`config.mk`:
```
export PLATFORM = sky130hd
export DESIGN_NAME = imem_loader
export DESIGN_NICKNAME = d
export VERILOG_FILES = /design/src/rtl/imem_loader.sv
export SDC_FILE = /design/constraint.sdc
export NUM_CORES = 1
export LEC_CHECK = 0
export ABC_AREA = 1
export CORE_MARGIN = 5
export CORE_UTILIZATION = 50
export CTS_CLUSTER_SIZE = 30
export DETAILED_ROUTE_END_ITERATION = 12
export PLACE_DENSITY_LB_ADDON = 0.25
export SETUP_SLACK_MARGIN = 0.15
export SLEW_MARGIN = 25
export SYNTH_ARGS = -nofsm -noshare
export SYNTH_HDL_FRONTEND = slang
export SYNTH_SLANG_ARGS = --single-unit
export TNS_END_PERCENT = 50
```
`constraint.sdc`:
```
create_clock -name clk -period 5.19 [get_ports clk]
set_input_delay 0.7785 -clock clk [delete_from_list [all_inputs] [get_ports clk]]
set_output_delay 0.7785 -clock clk [all_outputs]
set_load 0.02 [all_outputs]
```
`src/rtl/imem_loader.sv`:
```
// Boot loader: framed byte stream -> little-endian words -> instruction memory, holds core in reset until loaded.
// Optional checksum byte and check enabled by defining IMEM_LOADER_CHECKSUM_EN.
module imem_loader #(
  parameter int ADDR_WIDTH = 10
) (
  input  logic                  clk,
  input  logic                  rst_i,
  input  logic                  rx_valid,
  input  logic [7:0]            rx_data,
  output logic                  rx_ready,
  output logic                  wr_en,
  output logic [ADDR_WIDTH-1:0] wr_addr,
  output logic [31:0]           wr_data,
  output logic                  core_rst_o,
  output logic                  done,
  output logic                  error
);

  typedef enum logic [2:0] {
    S_IDLE,
    S_LEN_LO,
    S_LEN_HI,
    S_DATA,
    S_CSUM,
    S_DONE,
    S_ERR
  } state_t;

  localparam logic [7:0]  MAGIC     = 8'hA5;
  localparam logic [16:0] MAX_WORDS = 17'(1) << ADDR_WIDTH;

  state_t      state, state_next;
  logic [7:0]  len_lo;
  logic [15:0] n_words;
  logic [15:0] word_cnt;
  logic [1:0]  byte_cnt;
  logic [23:0] asm_word;
  logic        accept;
  logic [15:0] rx_count;
  logic        last_byte;
  logic        last_word;
`ifdef IMEM_LOADER_CHECKSUM_EN
  logic [7:0]  csum;
`endif

  assign accept    = rx_valid & rx_ready;
  assign rx_count  = {rx_data, len_lo};
  assign last_byte = (byte_cnt == 2'd3);
  assign last_word = (word_cnt == (n_words - 16'd1));

  always_ff @(posedge clk) begin
    if (rst_i) state <= S_IDLE;
    else       state <= state_next;
  end

  always_comb begin
    state_next = state;
    case (state)
      S_IDLE:   if (accept && rx_data == MAGIC) state_next = S_LEN_LO;
      S_LEN_LO: if (accept) state_next = S_LEN_HI;
      S_LEN_HI: begin
        if (accept) begin
          if (rx_count == 16'd0) begin
`ifdef IMEM_LOADER_CHECKSUM_EN
            state_next = S_CSUM;
`else
            state_next = S_DONE;
`endif
          end else if ({1'b0, rx_count} > MAX_WORDS) begin
            state_next = S_ERR;
          end else begin
            state_next = S_DATA;
          end
        end
      end
      S_DATA: begin
        if (accept && last_byte && last_word) begin
`ifdef IMEM_LOADER_CHECKSUM_EN
          state_next = S_CSUM;
`else
          state_next = S_DONE;
`endif
        end
      end
`ifdef IMEM_LOADER_CHECKSUM_EN
      S_CSUM: begin
        if (accept) state_next = (rx_data == csum) ? S_DONE : S_ERR;
      end
`endif
      S_DONE:   state_next = S_DONE;
      S_ERR:    state_next = S_IDLE;
      default:  state_next = S_IDLE;
    endcase
  end

  always_comb begin
    rx_ready   = (state != S_DONE) && (state != S_ERR);
    core_rst_o = (state != S_DONE);
    done       = (state == S_DONE);
  end

  // Word assembly and the registered write port; the write of the final word
  // issues on the same edge that leaves DATA.
  always_ff @(posedge clk) begin
    if (rst_i) begin
      wr_en    <= 1'b0;
      wr_addr  <= '0;
      wr_data  <= '0;
      error    <= 1'b0;
      len_lo   <= '0;
      n_words  <= '0;
      word_cnt <= '0;
      byte_cnt <= '0;
      asm_word <= '0;
`ifdef IMEM_LOADER_CHECKSUM_EN
      csum     <= '0;
`endif
    end else begin
      wr_en <= 1'b0;
      if (state == S_ERR) error <= 1'b1;
      if (accept) begin
        case (state)
          S_IDLE: begin
            if (rx_data == MAGIC) begin
              error    <= 1'b0;
              byte_cnt <= '0;
              word_cnt <= '0;
`ifdef IMEM_LOADER_CHECKSUM_EN
              csum     <= '0;
`endif
            end
          end
          S_LEN_LO: len_lo  <= rx_data;
          S_LEN_HI: n_words <= rx_count;
          S_DATA: begin
`ifdef IMEM_LOADER_CHECKSUM_EN
            csum <= csum ^ rx_data;
`endif
            byte_cnt <= byte_cnt + 2'd1;
            case (byte_cnt)
              2'd0:    asm_word[7:0]   <= rx_data;
              2'd1:    asm_word[15:8]  <= rx_data;
              2'd2:    asm_word[23:16] <= rx_data;
              default: begin
                wr_en    <= 1'b1;
                wr_addr  <= word_cnt[ADDR_WIDTH-1:0];
                wr_data  <= {rx_data, asm_word};
                word_cnt <= word_cnt + 16'd1;
              end
            endcase
          end
          default: ;
        endcase
      end
    end
  end

endmodule

```
After elaboration in Yosys (flattened, before gate mapping). Index checks and enable logic that the tools add are counted.

Add/sub/neg operators: 3. Magnitude comparators: 1. Eq/ne operators: 18. Muxes and demuxes: 17. Bitwise gates (word level): 4. Reduce and logical (&&, ||, !) cells: 19.

Operators with widths (count): $mux 16 (2); $pmux 16 s2 (1); $mux 3 (6); $add 16x1->16 const B (1); $eq 16x16->1 (1); $gt 16x11->1 const B (1); $logic_not 16->1 (1); $sub 16x1->16 const B (1); $pmux 3 s5 (1); $reduce_and 3->1 (5); $ne 2x2->1 const B (6); $eq 8x8->1 const B (1); $reduce_and 4->1 (2); $eq 3x2->1 const B (2); $eq 3x3->1 const B (2); $ne 3x3->1 const B (2); $reduce_or 3->1 (2); $mux 1 (5); $eq 2x2->1 const B (2); $logic_and 1x1->1 (4); $pmux 2 s2 (1); $reduce_and 2->1 (2); $eq 3x1->1 const B (1); $logic_not 3->1 (1); 7 further kinds (9).

Register bits after elaboration: 113. Bits of input ports: 11.

Depth between registers and ports, before layout.
Word-level depth: 7. Depth in mapped cells: 17.

Least setup slack after synthesis. Ideal clock, no wire load.

Path type: input -> register. Start: input port rx_data[3]. End: register word_cnt[14]. Data arrival time: 2.015 ns. Data required time: 5.071 ns. Slack: 3.056 ns. Stages on the path: 11. Path buffers: 0. Cells stage by stage: inv_1 > nand4_1 > nor2_1 > nand2_1 > nand2_2 > nand2_4 > or2_4 > nor2_4 > nand2_1 > nor3b_1 > nor2_1.

Longest elaborated chain between the ends: 3.

Ends and longest elaborated chain: start: declaration (RTL line 9) `input logic [7:0] rx_data,`; $eq 8x8->1 (RTL line 124) `if (rx_data == MAGIC) begin`; $ne 2x2->1 (no line); $reduce_and 4->1 (no line); end signal: assignment (RTL line 148) `word_cnt <= word_cnt + 16'd1;`; end: declaration (RTL line 35) `logic [15:0] word_cnt;`.

Every way passes these cells. A chain may end at the register's enable or synchronous reset.

Worst setup path after layout.
Start: register state[0]. End: output port done.

Longest elaborated chain between the ends: 1.

Ends and longest elaborated chain: start: declaration (RTL line 32) `state_t state, state_next;`; start signal: assignment (RTL line 53) `else state <= state_next;`; $eq 3x3->1 (RTL line 99) `done = (state == S_DONE);`; end: declaration (RTL line 15) `output logic done,`.

Every way passes these cells.

==> results_dict.tcl <==
set metrics [dict create \
    routed_via_density 5.31 \
    diodes 0 \
    grt_pass1_wl_mm 21.0 \
    slew_viol_final 0 \
    syn_inst 670 \
    yosys.area.top_type "dfxtp_1" \
    synthDistinctLibCells 37 \
    layout-drive-gt1-share_pct 7.77 \
    cp.arrival_ps 1930 \
    dr_total_vias 4603 \
    grt_pass1_vias 4501 \
    cts_resized 0 \
    overflow 0 \
    ys.flop_type "dfxtp_1" \
    setup_slack_ps 2480 \
    dr.pass1.iters 5 \
    ant_nets 0 \
    p_per_area_nw_per_um2 428 \
    grt_max_degree 57 \
    max-slew-margin-rel_pct 36.2 \
    fillers 818 \
    cp-start-kind "register" \
    r2r_slack_ps 3080 \
    fin_crit_sh_pct 52.2 \
    maxCapViolCount 0 \
    dp_hpwl_mm 8.77 \
    final-setup-viol-count 0 \
    wl_mm 12.9 \
    clockBufferDepth 2 \
    rsz0062_at_grt "false" \
    io_buffers 57 \
    core_um2 9680 \
    async_reset_ff_share_pct 0 \
    path_class "register to output pin" \
    synth_top_cell_area_share_pct 45.9 \
    drt_iter0_drc 347 \
    clkSinkCount 113 \
    yosys_warnings 0 \
    globalRouteTotalUtil_pct 22.6 \
    cts_buffers 17 \
    cts_root_buffer "clkbuf_8" \
    fin_nets 739 \
    post-synth-top-count-cell "dfxtp_1" \
    synth-edff-count 0 \
    ir_drop_uv 282 \
    start_util_pct 50.9 \
    area_growth_pct 25.3 \
    yosysSeqAreaShare_pct 45.9 \
    clk_latency_ps 520 \
    io_pins 58 \
    hold_class "register to register" \
    worst-path-buf-inv 3 \
    clk_pin_slew_ps 60 \
    synth_fp_nets 688 \
    r2r-start "n_words[0]$_SDFFE_PP0P_" \
    cts_tree "yes" \
    worstPathRequired_ps 4410 \
    synth_area_leaders "dfxtp_1, o21ai_0, nor2_1" \
    max_stage_delay_ps 600 \
    syn_area_per_cell_um2 7.36 \
    r2r_cells 13 \
    setup_tns_ps 0 \
    endpoint_kind "output pin" \
    slowest_stage "clkdlybuf4s50_1" \
    critPathMaxFanout 4 \
    hold_viol_final 0 \
    syn_area_um2 4930 \
    rr_endpoint "state[0]$_SDFFE_PP0P_" \
    hold_buffers 0 \
    wl_per_cell_um 14.9 \
    crit_path_end "done" \
    yosys_register_bits 113 \
    row_count 36 \
    outcome "finished clean" \
    htree_num_levels 4 \
    dieArea_um2 12000 \
    total_leakage_power_nw 2.67 \
    clock.fmax_mhz 369 \
    cts_setup_buffers 0 \
    cp.depth 5 \
    timing.critical_path.from "state[0]$_SDFFE_PP0P_" \
    cp_cell_sequence "inv_2 -> nor2_1 -> nand2_2 -> inv_1 -> clkdlybuf4s50_1" \
    synth_common_cells "dfxtp_1, nor2_1, o21ai_0, a21oi_1, nand2_1" \
    max_slew.worst_pin.slew_ps 956 \
    die_h_um 109 \
    antenna_found_initial 0 \
    dp_slack_ps 2150 \
    critical-path-top-delay-family "buffers and inverters" \
    place_congestion 0.948 \
    finalCriticalPeriod_ps 2710 \
    drc 0 \
    fin_skew_ps 12.5 \
    die_x_um 109 \
]
-- area by class of cell --
cell class,count,area [um2],area share [%]
Tap cell,133,166,2.69
Clock inverter,15,198,3.20
Inverter,63,236,3.83
Multi-Input combinational cell,467,2320,37.5
Sequential cell,113,2260,36.6
Timing Repair Buffer,59,586,9.47
Clock buffer,17,414,6.70
-- state kept, by name, summed over array words and instances (netlist names) --
register / count
asm_word: 24
byte_cnt: 2
error: 1
len_lo: 8
n_words: 16
state: 3
word_cnt: 16
wr_addr: 10
wr_data: 32
wr_en: 1
-- tightest hold or removal path, cell delays in order, from the launching register on --
cell,delay [ps]
dfxtp_1,310
inv_1,50
a21oi_1,50
-- worst min-delay path by stage --
stage	depth (start not counted)	to	start
floorplan	2	n_words[1]$_SDFFE_PP0P_	n_words[1]$_SDFFE_PP0P_
global placement	2	error$_SDFF_PP0_	error$_SDFF_PP0_
detailed placement	2	error$_SDFF_PP0_	error$_SDFF_PP0_
CTS	2	error$_SDFF_PP0_	error$_SDFF_PP0_
global route	2	error$_SDFF_PP0_	error$_SDFF_PP0_
finish	2	error$_SDFF_PP0_	error$_SDFF_PP0_
-- logic make-up (layout without fill, tap and decap cells) --
family / Yosys count / count (layout) / synth area share (%)
buffers and inverters: 90 / 154 / 7.25
DFF: 113 / 113 / 45.9
and+or+nand+nor: 263 / 263 / 23.4
xor gates and xnor gates: 15 / 15 / 2.97
AOI/OAI and AO/OA: 182 / 182 / 18.7
adders and majority gates: 7 / 7 / 1.78
-- power breakdown --
part           switching [mW]  internal, mW  leakage (nW)
Combinational           0.312         0.183          1.47
Clock                   0.455         0.746         0.294
Sequential             0.0400         0.912         0.912
-- metrics by stage --
step / hold WS (ps) / power [mW] / utilization, % / instances / area (um2)
6_report: 449 / 2.65 / 63.8 / 867 / 6180
3_5_place_dp: 447 / 1.46 / 57.5 / 835 / 5570
3_3_place_gp: 433 / 1.44 / 57.5 / 835 / 5570
4_1_cts: 457 / 2.66 / 63.8 / 867 / 6180
2_1_floorplan: 448 / 1.36 / - / 670 / 4930
5_1_grt: 489 / 2.79 / 63.8 / 867 / 6180
-- cell usage in the layout (no fill, tap or decap), drive strengths merged, types with 2 or more instances in the layout --
cell type / instances
xnor2: 2
or2: 2
buf: 2
nand3b: 3
clkinvlp: 2
clkbuf: 17
ha: 7
clkdlybuf4s50: 57
clkinv: 4
inv: 69
nand4: 3
dfxtp: 113
nor3: 14
a21oi: 82
nor3b: 2
nor2: 118
nand2: 84
nor4: 4
o21ai: 97
bufinv: 3
and2: 2
nand3: 30
xor2: 12
-- layer usage --
metal,GRT usage [%],vias up,share of wire [%]
li1,-,2309,-
met1,27.3,2092,43
met2,37.1,159,49
met3,5.58,43,4.5
met4,12.2,0,3.7
met5,0,-,0
(Power assumes the default switching activity.)
